### src/rtl/timer_scheduler.sv
// Shared 1-second time base with N_SLOTS one-shot countdown slots and expiry pulses.
// Optional feature macro: TIMER_SCHED_PAUSE_EN adds i_pause, which freezes the time base.
module timer_scheduler #(
    parameter int TIMER_WIDTH = 16,
    parameter int CLK_FREQ    = 100_000_000,
    parameter int N_SLOTS     = 4,
    localparam int SW         = (N_SLOTS > 1) ? $clog2(N_SLOTS) : 1
) (
    input  logic                   clk,
    input  logic                   rst,
    input  logic                   i_arm_valid,
    input  logic [SW-1:0]          i_arm_slot,
    input  logic [TIMER_WIDTH-1:0] i_arm_secs,
    output logic                   o_arm_ready,
    input  logic                   i_cancel_valid,
    input  logic [SW-1:0]          i_cancel_slot,
    output logic [N_SLOTS-1:0]     o_active,
    output logic [N_SLOTS-1:0]     o_expired,
    output logic                   o_tick,
    output logic [TIMER_WIDTH-1:0] o_current_time
`ifdef TIMER_SCHED_PAUSE_EN
    ,
    input  logic                   i_pause
`endif
);

    localparam int PW = $clog2(CLK_FREQ);
    localparam logic [PW-1:0] PRE_MAX = PW'(CLK_FREQ - 1);

    typedef enum logic {
        S_IDLE  = 1'b0,
        S_ARMED = 1'b1
    } slot_state_t;

    logic                   pause;
    logic                   tick_int;
    logic [PW-1:0]          prescaler_q, prescaler_d;
    logic [TIMER_WIDTH-1:0] time_q, time_d;
    logic                   tick_q;
    logic [N_SLOTS-1:0]     arm_sel, cancel_sel;
    logic [N_SLOTS-1:0]     arm_hit, cancel_hit;

`ifdef TIMER_SCHED_PAUSE_EN
    assign pause = i_pause;
`else
    assign pause = 1'b0;
`endif

    // Time base: the prescaler simply holds while paused, so release resumes mid-second.
    always_comb begin
        tick_int    = !pause && (prescaler_q == PRE_MAX);
        prescaler_d = prescaler_q;
        time_d      = time_q;
        if (!pause) begin
            prescaler_d = tick_int ? '0 : prescaler_q + PW'(1);
        end
        if (tick_int) begin
            time_d = time_q + TIMER_WIDTH'(1);
        end
    end

    always_ff @(posedge clk or posedge rst) begin
        if (rst) begin
            prescaler_q <= '0;
            time_q      <= '0;
            tick_q      <= 1'b0;
        end else begin
            prescaler_q <= prescaler_d;
            time_q      <= time_d;
            tick_q      <= tick_int;
        end
    end

    assign o_tick         = tick_q;
    assign o_current_time = time_q;

    // Slot decode; an out-of-range slot number matches no bit, so it is never ready
    // and its cancel reaches nobody.
    always_comb begin
        arm_sel    = '0;
        cancel_sel = '0;
        for (int k = 0; k < N_SLOTS; k++) begin
            arm_sel[k]    = (i_arm_slot == SW'(k));
            cancel_sel[k] = (i_cancel_slot == SW'(k));
        end
    end

    // Handshake: o_arm_ready depends only on the addressed slot being idle;
    // a transfer happens in any cycle where i_arm_valid and o_arm_ready are both high.
    assign o_arm_ready = |(arm_sel & ~o_active);
    assign arm_hit     = {N_SLOTS{i_arm_valid & o_arm_ready}} & arm_sel;
    assign cancel_hit  = {N_SLOTS{i_cancel_valid}} & cancel_sel;

    for (genvar k = 0; k < N_SLOTS; k++) begin : g_slot
        slot_state_t            state_q;
        logic [TIMER_WIDTH-1:0] remaining_q;
        logic                   expired_q;

        // Cancel beats a same-cycle expiry; an arm is only possible while idle.
        always_ff @(posedge clk or posedge rst) begin
            if (rst) begin
                state_q     <= S_IDLE;
                remaining_q <= '0;
                expired_q   <= 1'b0;
            end else begin
                expired_q <= 1'b0;
                case (state_q)
                    S_IDLE: begin
                        if (arm_hit[k]) begin
                            if (i_arm_secs != '0) begin
                                state_q     <= S_ARMED;
                                remaining_q <= i_arm_secs;
                            end else begin
                                expired_q <= 1'b1;
                            end
                        end
                    end
                    S_ARMED: begin
                        if (cancel_hit[k]) begin
                            state_q     <= S_IDLE;
                            remaining_q <= '0;
                        end else if (tick_int) begin
                            if (remaining_q == TIMER_WIDTH'(1)) begin
                                state_q     <= S_IDLE;
                                remaining_q <= '0;
                                expired_q   <= 1'b1;
                            end else begin
                                remaining_q <= remaining_q - TIMER_WIDTH'(1);
                            end
                        end
                    end
                    default: state_q <= S_IDLE;
                endcase
            end
        end

        // The active vector is the per-slot FSM state itself.
        assign o_active[k]  = (state_q == S_ARMED);
        assign o_expired[k] = expired_q;
    end

endmodule
### config.mk
export PLATFORM = sky130hd
export DESIGN_NAME = timer_scheduler
export DESIGN_NICKNAME = d
export VERILOG_FILES = /design/src/rtl/timer_scheduler.sv
export SDC_FILE = /design/constraint.sdc
export NUM_CORES = 1
export LEC_CHECK = 0
export ABC_AREA = 1
export CAP_MARGIN = 20
export CORE_AREA = 8 8 97 164
export CTS_CLUSTER_SIZE = 30
export DETAILED_ROUTE_END_ITERATION = 16
export DIE_AREA = 0 0 105 172
export GPL_ROUTABILITY_DRIVEN = 0
export GPL_TIMING_DRIVEN = 1
export PLACE_DENSITY = 0.8
export SLEW_MARGIN = 5
export SYNTH_ARGS = -nofsm -noshare
export SYNTH_HDL_FRONTEND = slang
export SYNTH_SLANG_ARGS = --single-unit
### constraint.sdc
create_clock -name clk -period 4.35 [get_ports clk]
set_input_delay 0.435 -clock clk [delete_from_list [all_inputs] [get_ports clk]]
set_output_delay 0.435 -clock clk [all_outputs]
set_load 0.02 [all_outputs]
==> results of run 1 <==
[cell type report]
type                    instances  area (µm²)
inverters                     148         558
multi-input cells             945        4440
flip-flops and latches        116        2900
fillers                      1269        4470
clock inverters                 9         101
clock buffers                  23         488
repair buffers                 50         510
well taps                     177         221
[through the flow]
step / util / hold slack [ns] / setup slack [ns]
final: 0.673 / 0.469 / 1.47
after global placement: 0.630 / 0.458 / 1.92
after detailed placement: 0.630 / 0.463 / 1.90
after floorplan: - / 0.431 / 0.843
after global routing: 0.673 / 0.487 / 1.36
after CTS: 0.673 / 0.472 / 1.52
[state kept, by name, summed over array words and instances, names as in the netlist]
name / count
g_slot.expired_q: 4
g_slot.remaining_q: 64
g_slot.state_q: 4
o_current_time: 16
o_tick: 1
prescaler_q: 27
[cells in the mapped netlist, drive strengths merged, types with 10 or more instances]
library cell	n	area (µm²)
nand2	487	1890
inv	148	556
nor2	144	571
nand3	132	696
dfrtp	116	2900
xor2	35	307
o21ai	34	170
nand4	26	163
buf	25	171
o22ai	21	131
nor3	18	90.1
xnor2	15	131
ha	10	125
[routing by layer]
| metal | vias up | global-route usage |
|---|---|---|
| li1 | 3969 | - |
| met1 | 3793 | 0.287 |
| met2 | 322 | 0.476 |
| met3 | 89 | 0.0500 |
| met4 | 0 | 0.174 |
| met5 | - | 0 |
[power by group]
| group | internal [µW] | switching (µW) | total [µW] |
|---|---|---|---|
| logic | 774 | 1440 | 2210 |
| clock network | 899 | 496 | 1390 |
| registers | 1330 | 340 | 1670 |
[cells by family (layout without fill, tap and decap cells)]
group,after synthesis,in the layout,synth area share
buf+inv,179,230,0.0926
flops,116,116,0.359
fa+ha+maj,10,10,0.0155
xor+xnor,50,50,0.0541
compound gates,63,63,0.0441
simple gates,822,822,0.435
[how the worst min path moves through the flow]
stage	start	to	slack (ns)	cells after the start
2_1_floorplan	prescaler_q[0]$_DFF_PP0_	prescaler_q[0]$_DFF_PP0_	0.43	1
3_3_place_gp	prescaler_q[0]$_DFF_PP0_	prescaler_q[0]$_DFF_PP0_	0.46	1
3_5_place_dp	prescaler_q[0]$_DFF_PP0_	prescaler_q[0]$_DFF_PP0_	0.46	1
4_1_cts	prescaler_q[0]$_DFF_PP0_	prescaler_q[0]$_DFF_PP0_	0.47	1
5_1_grt	prescaler_q[0]$_DFF_PP0_	prescaler_q[0]$_DFF_PP0_	0.49	1
6_report	prescaler_q[0]$_DFF_PP0_	prescaler_q[0]$_DFF_PP0_	0.47	1
==> impl_metrics.env, run 1 <==
export IMPL_met3WireLength_um=1470
export IMPL_ant_nets=0
export IMPL_grt_pass1_wl_um=39000
export IMPL_cp_startpoint="g_slot[2].state_q$_DFF_PP0_"
export IMPL_layout_min_cycle_time_ns=2.88
export IMPL_cts_resized=0
export IMPL_cp_start_kind="register"
export IMPL_portBuffers=49
export IMPL_ys_seq_elements=116
export IMPL_grt_overflow=0
export IMPL_core_um2=13700
export IMPL_slew_violations=0
export IMPL_dr_pass1_iters=6
export IMPL_fmax_mhz=348
export IMPL_crit_buf_inv=3
export IMPL_wl_met1_um=8690
export IMPL_die_h_um=172
export IMPL_dieArea_um2=18100
export IMPL_path_depth=6
export IMPL_fin_cells=1468
export IMPL_reg2regPathDepth=9
export IMPL_netlist_instances=1240
export IMPL_dieWidth_um=105
export IMPL_endpoint="o_arm_ready"
export IMPL_cts_root_buf="clkbuf_16"
export IMPL_core_rowCount=57
export IMPL_postLayoutCellArea_um2=9220
export IMPL_synth_fp_nets=1274
export IMPL_synth_edff_count=0
export IMPL_cp_slowest_stage_delay_ns=0.61
export IMPL_status="finished, final reports clean"
export IMPL_start_util=0.591
export IMPL_cts_tree="done"
export IMPL_rsz0062_at_grt="false"
export IMPL_wl_met2_um=11700
export IMPL_place_area_um2=8630
export IMPL_antenna_found_initial=0
export IMPL_num_io_pins=50
export IMPL_skew_ns=0.0121
export IMPL_crit_arrival_ns=2.44
export IMPL_syn_to_final_growth_pct=14.0
export IMPL_route_vias_total=8173
export IMPL_cts_hold_buffers=0
export IMPL_reg2reg_slack_ns=1.96
export IMPL_layout_nets=1312
export IMPL_clk_latency_ns=0.42
export IMPL_worst_slew_pin_slew_ns=1.14
export IMPL_layout_common_cells="nand2_1 (473), inv_1 (144), nor2_1 (136)"
export IMPL_drtIter0Drc=715
export IMPL_hp_class="reg2reg"
export IMPL_n_antenna_cell=0
export IMPL_hold_violations=0
export IMPL_ys_seq_area_frac=0.359
export IMPL_via_per_inst=5.57
export IMPL_min_period_over_period=0.661
export IMPL_reg2reg_from="prescaler_q[0]$_DFF_PP0_"
export IMPL_grt_max_degree=63
export IMPL_routed_wirelength_um=23100
export IMPL_drv_cap=0
export IMPL_end_kind="output port"
export IMPL_cp_required_ns=3.91
export IMPL_route_detailed_drc=0
export IMPL_critical_path_slowest_cell="clkdlybuf4s50_1"
export IMPL_mostFrequentLayoutCell="nand2_1"
export IMPL_place_inst=1436
export IMPL_post_cts_setup_buffer_count=0
export IMPL_power_density_nw_per_um2=573
export IMPL_peakVddDrop_mv=0.400
export IMPL_cpLargestDelayFamily="buffers and inverters"
export IMPL_worstPathCellList="inv_1 > nand3_1 > nand2_1 > inv_1 > nand2_1 > clkdlybuf4s50_1"
export IMPL_dp_hpwl_um=16500
export IMPL_p_total_uw=5280
export IMPL_setup_viol=0
export IMPL_crit_fanout=11
export IMPL_htreeDepth=4
export IMPL_drive_gt1_frac=0.0480
export IMPL_cts_path_max_buffers=2
export IMPL_synthDistinctLibCells=33
export IMPL_p_leak_uw=0.00485
export IMPL_tns_ns=0
export IMPL_r2r_end="o_current_time[2]$_DFFE_PP0N_"
export IMPL_clkSlewWorstSetupHoldPaths_ns=0.06
export IMPL_wire_per_inst_um=15.8
export IMPL_numCtsBuffers=17
export IMPL_synth_avg_cell_area_um2=6.52
export IMPL_synthArstFlopShare=1.00
export IMPL_grt_use_total=0.269
export IMPL_path_class="reg2out"
export IMPL_synth_top_flop_cell="dfrtp_1"
export IMPL_cts_sinks=116
export IMPL_netlist_area_um2=8090
export IMPL_dr_max_layer_used="met4"
export IMPL_ys_warnings_count=0
export IMPL_max_slew_margin_rel=0.231
export IMPL_grt_pass1_vias=8252
Power figures use the tool's default switching activity.
==> inputs of run 2 (changes only) <==
==> constraint.sdc (replaced) <==
create_clock -name clk -period 2.7 [get_ports clk]
set_input_delay 0.27 -clock clk [delete_from_list [all_inputs] [get_ports clk]]
set_output_delay 0.27 -clock clk [all_outputs]
set_load 0.02 [all_outputs]
==> run 2 against run 1 <==
- power up 63%
- largest power group unchanged
- flip-flop and latch count unchanged
- first-iteration DRC count shrank 19%
- worst hold slack got worse by 0.10 ns
- critical path depth unchanged
- combinational power is 60% higher
- cell count is 1.1% higher
- via count grew 0.54%
- highest routed layer unchanged
==> impl_metrics.env, run 2 (synthesis results as in run 1) <==
export IMPL_rsz0062_at_grt="false"
export IMPL_clkSlewWorstSetupHoldPaths_ns=0.06
export IMPL_fin_cells=1484
export IMPL_post_cts_setup_buffer_count=0
export IMPL_fmax_mhz=407
export IMPL_dp_hpwl_um=16500
export IMPL_htreeDepth=4
export IMPL_skew_ns=0.0121
export IMPL_p_leak_uw=0.00493
export IMPL_portBuffers=49
export IMPL_core_rowCount=57
export IMPL_p_total_uw=8610
export IMPL_cp_start_kind="register"
export IMPL_start_util=0.591
export IMPL_setup_viol=0
export IMPL_grtUsageMet3=0.0496
export IMPL_status="finished, final reports clean"
export IMPL_max_slew_margin_rel=0.569
export IMPL_layout_common_cells="nand2_1 (473), inv_1 (144), nor2_1 (136)"
export IMPL_fin_hold_ws_ns=0.365
export IMPL_grt_use_met1=0.278
export IMPL_end_kind="output port"
export IMPL_cts_root_buf="clkbuf_16"
export IMPL_grt_util_met2=0.458
export IMPL_tns_ns=0
export IMPL_min_period_over_period=0.909
export IMPL_grt_overflow=0
export IMPL_dieArea_um2=18100
export IMPL_numCtsBuffers=17
export IMPL_regArea_um2=2900
export IMPL_n_fill_cell=1250
export IMPL_layout_min_cycle_time_ns=2.45
export IMPL_clk_latency_ns=0.42
export IMPL_place_inst=1452
export IMPL_route_detailed_drc=0
export IMPL_dieWidth_um=105
export IMPL_hp_class="in2async"
export IMPL_grt_use_total=0.266
export IMPL_grt_max_degree=117
export IMPL_mostFrequentLayoutCell="nand2_1"
export IMPL_die_h_um=172
export IMPL_ant_nets=0
export IMPL_fin_util=0.684
export IMPL_syn_to_final_growth_pct=15.7
export IMPL_cts_sinks=116
export IMPL_path_class="reg2out"
export IMPL_grt_busiest_layer="met2"
export IMPL_cts_path_max_buffers=2
export IMPL_cts_tree="done"
export IMPL_multi_input_comb_area_um2=4440
export IMPL_grt_pass1_wl_um=38600
export IMPL_core_um2=13700
export IMPL_n_antenna_cell=0
export IMPL_crit_arrival_ns=2.18
export IMPL_routed_wirelength_um=23100
export IMPL_drtIter0Drc=580
export IMPL_layout_nets=1328
export IMPL_regMostFlops="g_slot.remaining_q"
export IMPL_antenna_found_initial=0
export IMPL_drive_gt1_frac=0.0581
export IMPL_hold_violations=0
export IMPL_dr_pass1_iters=5
export IMPL_cts_hold_buffers=0
export IMPL_peakVddDrop_mv=0.567
export IMPL_cp_required_ns=2.43
export IMPL_crit_fanout=14
export IMPL_slew_violations=0
export IMPL_num_io_pins=50
export IMPL_via_per_inst=5.54
export IMPL_grt_pass1_vias=8254
export IMPL_power_density_nw_per_um2=920
export IMPL_route_vias_total=8217
export IMPL_drv_cap=0
export IMPL_worst_slew_pin_slew_ns=0.646
export IMPL_wire_per_inst_um=15.5
export IMPL_cts_resized=0
export IMPL_largest_reg_flops=64
[run 2: per-stage QoR]
step                      instance area, µm²  worst slack (ns)
after global placement                  8750             0.498
final                                   9360             0.246
after CTS                               9360             0.254
after floorplan                         8090              1.02
after global routing                    9360             0.131
after detailed placement                8750             0.438
[run 2: power by group]
part           internal (µW)  switching, µW  total, µW
registers               2150            561       2710
clock network           1560            809       2370
logic                   1270           2270       3530
total                   4980           3640       8610
[run 2: worst paths after layout]
check | from | end | slack, ns | cells after the start
max in group asynchronous | rst | g_slot[2].remaining_q[9]$_DFFE_PP0P_ | 1.83 | 3
hold / removal | rst | g_slot[1].remaining_q[10]$_DFFE_PP0P_ | 0.36 | 3
min in group clk | prescaler_q[0]$_DFF_PP0_ | prescaler_q[0]$_DFF_PP0_ | 0.47 | 1
setup / recovery | g_slot[3].state_q$_DFF_PP0_ | o_arm_ready | 0.25 | 6
hold reg to reg | prescaler_q[0]$_DFF_PP0_ | prescaler_q[0]$_DFF_PP0_ | 0.47 | 1
setup reg to reg | prescaler_q[0]$_DFF_PP0_ | prescaler_q[21]$_DFF_PP0_ | 0.56 | 9
[run 2: layout make-up]
| type | count | share of cell area |
|---|---|---|
| timing repair buffer | 66 | 0.0674 |
| inverter | 148 | 0.0597 |
| multi-input combinational | 945 | 0.474 |
| clock buffer | 22 | 0.0485 |
| clock inverter | 10 | 0.0166 |
| tap | 177 | 0.0237 |
| sequential | 116 | 0.310 |
[run 2: worst max-delay path, cell delays in order (launching register included)]
cell and delay [ns]:
dfrtp_1 0.51, inv_2 0.30, nand3_2 0.11, nand2_1 0.08, inv_1 0.08, nand2_1 0.08, clkdlybuf4s50_1 0.61
[run 2: routing by layer]
metal  share of wire  routed length [µm]
met3           0.057                1310
met1            0.37                8580
met5               0                   0
met2            0.49               11400
met4           0.079                1820
==> edit 1 (config.mk and constraints of run 2) <==
Put one more register stage on the output `o_expired`, cleared by the reset. The value now appears one clock later. The other outputs are not delayed to match.
--- a/src/rtl/timer_scheduler.sv
+++ b/src/rtl/timer_scheduler.sv
@@ -33,2 +33,4 @@
     } slot_state_t;
+
+    logic [N_SLOTS-1:0] o_expired_d;
 
@@ -138,3 +140,11 @@
         assign o_active[k]  = (state_q == S_ARMED);
-        assign o_expired[k] = expired_q;
+        assign o_expired_d[k] = expired_q;
+    end
+
+    always_ff @(posedge clk or posedge rst) begin
+        if (rst) begin
+            o_expired <= '0;
+        end else begin
+            o_expired <= o_expired_d;
+        end
     end
Check against the original RTL: not equivalent (Yosys sat finds a counterexample within 4 cycles, from zero or initial values and one cycle with rst high).
==> edit 1 against run 2 <==
Via count down 3.8%. Non-clock buffer count up 2. Critical endpoint unchanged. Power down 2.3%. Routed wire length down 3.1%. Largest power group unchanged. Area after synthesis down 1.3%. Largest cell class unchanged. Global-route usage down 1.1 points. Synthesized cell count down 4.4%. Worst setup slack better by 16 ps. Cell area down 1.3%. Combinational power down 1%. Sequential cell count up 4. Core utilization down 0.88 points.
==> edit 1: results <==
{
  "syn2layout_area_growth_pct": 15.7,
  "placedCellCount": 1403,
  "worstPathMaxFanout": 13,
  "grt_use_met2_pct": 46.3,
  "antenna_cells_inserted": 0,
  "track_usage_pct": 25.6,
  "wl_per_cell_microns": 15.6,
  "numPortBuffers": 49,
  "cts-root-to-sink-buffers": 2,
  "drive_gt1_share_pct": 7.17,
  "post_cts_buffers": 0,
  "met3_demand_to_capacity_share_in_global_routing_pct": 4.51,
  "relSlewSlack_pct": 53.8,
  "pre_cts_slack_ps": 205,
  "syn-num-nets": 1219,
  "finalNetCount": 1279,
  "synth.top_cells.by_area": "sky130_fd_sc_hd__dfrtp_1 (38%), sky130_fd_sc_hd__nand2_1 (20%), sky130_fd_sc_hd__nand3_1 (7.6%), sky130_fd_sc_hd__nor2_1 (6.4%), sky130_fd_sc_hd__inv_1 (5.8%)",
  "grt_start_max_net_pins": 61,
  "static-leakage-power_nw": 4.85,
  "avgSynthCellArea_sq_um": 6.74,
  "r2r-end": "g_slot[1].remaining_q[13]$_DFFE_PP0P_",
  "worst_setup_path_endpoint": "o_arm_ready",
  "number_of_instances_resized_during_post_cts_repair": 0,
  "largest_register": "g_slot.remaining_q",
  "met3_length_microns": 1290,
  "startpoint_of_the_worst_register_to_register_path": "prescaler_q[0]$_DFF_PP0_",
  "met2RoutedLength_microns": 11400,
  "finalCriticalPeriod_ps": 2440,
  "synthTopCellsByCount": "sky130_fd_sc_hd__nand2_1 (431), sky130_fd_sc_hd__nor2_1 (136), sky130_fd_sc_hd__inv_1 (124)",
  "seq_area_frac_synth_pct": 37.6,
  "drt_wl_total_microns": 22400,
  "via_per_inst": 5.52,
  "globalRouteMet1Util_pct": 25.8,
  "grt_pass1_wl_microns": 37000,
  "fin_worst_skew_ps": 11.0,
  "cts_root_buffer": "sky130_fd_sc_hd__clkbuf_16",
  "max_used_layer": "met4",
  "timing.reg2reg.worst_path_depth": 11,
  "max_rail_drop_vdd_v": 0.000502,
  "detail_route.iter0.violations": 452,
  "htree_num_levels": 4,
  "placement.cell_area_sq_um": 8680,
  "wirelength_met1_microns": 8170,
  "hold_slack_ps": 251,
  "clock_latency_ps": 420,
  "place.detailed.hpwl_microns": 16300,
  "grt_antenna_before_repair": 0,
  "vias_in_the_first_global_route": 7825,
  "ff2ff_setup_slack_ps": 520,
  "crit_arrival_ps": 2170,
  "cell_with_the_biggest_individual_delay_on_the_critical_path": "sky130_fd_sc_hd__clkdlybuf4s50_1",
  "clkSlewWorstSetupHoldPaths_ps": 60,
  "status": "finished clean",
  "post_synth_num_cell_types": 36,
  "final.fill_count": 1208
}
[edit 1: cell count changes after synthesis, sizes merged, moves of 2 or more]
cell	change
a21oi	+5
and2	+2
buf	-4
dfrtp	+4
inv	-13
nand2	-42
nand3	-5
nand3b	-3
nand4	-6
nor3b	-2
o21ai	+5
[edit 1: cell families after synthesis]
group / count (synthesis) / synth area share [%]
AND/OR/NAND/NOR: 766 / 41.1
buffers and inverters: 163 / 8.85
flip-flops: 120 / 37.6
AO/OA/AOI/OAI: 74 / 5.22
XOR/XNOR: 52 / 5.70
adder cells (fa/ha/maj): 10 / 1.57
[edit 1: final cells by class]
class / instances / area share, %
Multi-Input combinational cell: 902 / 46.3
Sequential cell: 120 / 32.5
Timing Repair Buffer: 68 / 7.12
Inverter: 136 / 5.61
Clock buffer: 21 / 4.98
Tap cell: 177 / 2.40
Clock inverter: 9 / 1.10
[edit 1: power breakdown]
group,internal (mW),switching (mW)
clock,1.39,0.809
combinational,1.27,2.20
sequential,2.21,0.528
==> edit 2 (flow settings as in run 2) <==
Made on the original files. `CLK_FREQ`: 100_000_000 -> 400_000_000.
--- a/src/rtl/timer_scheduler.sv
+++ b/src/rtl/timer_scheduler.sv
@@ -4,3 +4,3 @@
     parameter int TIMER_WIDTH = 16,
-    parameter int CLK_FREQ    = 100_000_000,
+    parameter int CLK_FREQ    = 400_000_000,
     parameter int N_SLOTS     = 4,
Behaviour: no difference found for any inputs over 10 cycles, from zero or initial values and one cycle with rst high; that may be too few to reach the edited logic, so the function may still have changed.
==> edit 2 against run 2 <==
Die area unchanged. Routed wire length up 0.65%. Worst setup slack worse by 10 ps. Sequential cell count up 2. Area after synthesis down 0.62%. Power down 2.3%. Largest power group unchanged. Highest routed layer unchanged. Cell count down 0.27%. Cell area down 0.41%.
==> edit 2: results <==
{
  "status": "finished clean",
  "relSlewSlack_pct": 43.2,
  "syn-num-nets": 1261,
  "timing.reg2reg.worst_path_depth": 10,
  "synth.top_cells.by_area": "sky130_fd_sc_hd__dfrtp_1 (37%), sky130_fd_sc_hd__nand2_1 (21%), sky130_fd_sc_hd__nor2_1 (7.5%), sky130_fd_sc_hd__nand3_1 (7.4%), sky130_fd_sc_hd__inv_1 (7.0%)",
  "fin_worst_skew_ps": 10.5,
  "grt_use_met2_pct": 47.9,
  "post_synth_num_cell_types": 35,
  "buffer_area_share_pct": 7.38,
  "layout.cells.non_filler": 1480,
  "met2RoutedLength_microns": 11800,
  "worstPathMaxFanout": 16,
  "final.fill_count": 1211,
  "vias_in_the_first_global_route": 8175,
  "finalNetCount": 1325,
  "n_all_buffers": 72,
  "wirelength_met1_microns": 8460,
  "ff2ff_setup_slack_ps": 480,
  "final_critical_path_setup_slack_ps": 235,
  "netSwitchingPower_mw": 3.62,
  "post_synth_inst_count": 1227,
  "clock_cell_area_share_pct": 6.03,
  "wl_per_cell_microns": 15.7,
  "drive_gt1_share_pct": 5.91,
  "max_rail_drop_vdd_v": 0.000761,
  "nonClockInverterCount": 155,
  "synthTopCellsByCount": "sky130_fd_sc_hd__nand2_1 (442), sky130_fd_sc_hd__nor2_1 (161), sky130_fd_sc_hd__inv_1 (151)",
  "place.detailed.hpwl_microns": 17300,
  "static-leakage-power_nw": 4.87,
  "grt_pass1_wl_microns": 38600,
  "register_area_sq_um": 2950,
  "seq_area_frac_synth_pct": 36.7,
  "grt_start_max_net_pins": 36,
  "track_usage_pct": 26.5,
  "placedCellCount": 1449,
  "r2r-end": "g_slot[3].remaining_q[1]$_DFFE_PP0P_",
  "clock_buffer_count": 18
}
edit 2: cell types whose count changed in the layout (fill, tap and decap cells not counted), moves of 5 or more:
cell	delta
sky130_fd_sc_hd__buf_4	+5
sky130_fd_sc_hd__inv_1	+6
sky130_fd_sc_hd__nand2_1	-31
sky130_fd_sc_hd__nand3_1	-9
sky130_fd_sc_hd__nand3b_1	-7
sky130_fd_sc_hd__nor2_1	+25
sky130_fd_sc_hd__nor2_2	-5
sky130_fd_sc_hd__nor3_1	+7
sky130_fd_sc_hd__o21ai_0	+10
edit 2: worst max-delay path: stages (launching register included):
cell and delay, ps:
sky130_fd_sc_hd__dfrtp_1 470, sky130_fd_sc_hd__inv_2 260, sky130_fd_sc_hd__nand3_1 170, sky130_fd_sc_hd__nand2_1 100, sky130_fd_sc_hd__inv_1 60, sky130_fd_sc_hd__nand3_2 100
sky130_fd_sc_hd__clkdlybuf4s50_1 630
edit 2: cells by family after synthesis:
kind of cell               after synthesis  synth area share, %
and+or+nand+nor                        791                 41.2
buffers and inverters                  182                 9.69
DFF                                    118                 36.7
AOI/OAI and AO/OA                       73                 5.09
xor gates and xnor gates                53                 5.77
adders and majority gates               10                 1.56
edit 2: through the flow:
stage | hold slack, ps | area, sq um | utilization (%)
after floorplan | 442 | 8040 | -
after global placement | 459 | 8760 | 63.9
after detailed placement | 471 | 8760 | 63.9
after CTS | 409 | 9320 | 68.0
after global routing | 457 | 9320 | 68.1
final | 383 | 9320 | 68.1
edit 2: power by group through the flow:
stage,Clock [mW],Combinational [mW],Sequential [mW]
final,2.20,3.49,2.72
after global routing,2.29,3.97,2.77
after CTS,2.21,3.46,2.70
after detailed placement,0,3.43,2.72
after global placement,0,3.35,2.72
after floorplan,0,2.74,2.56
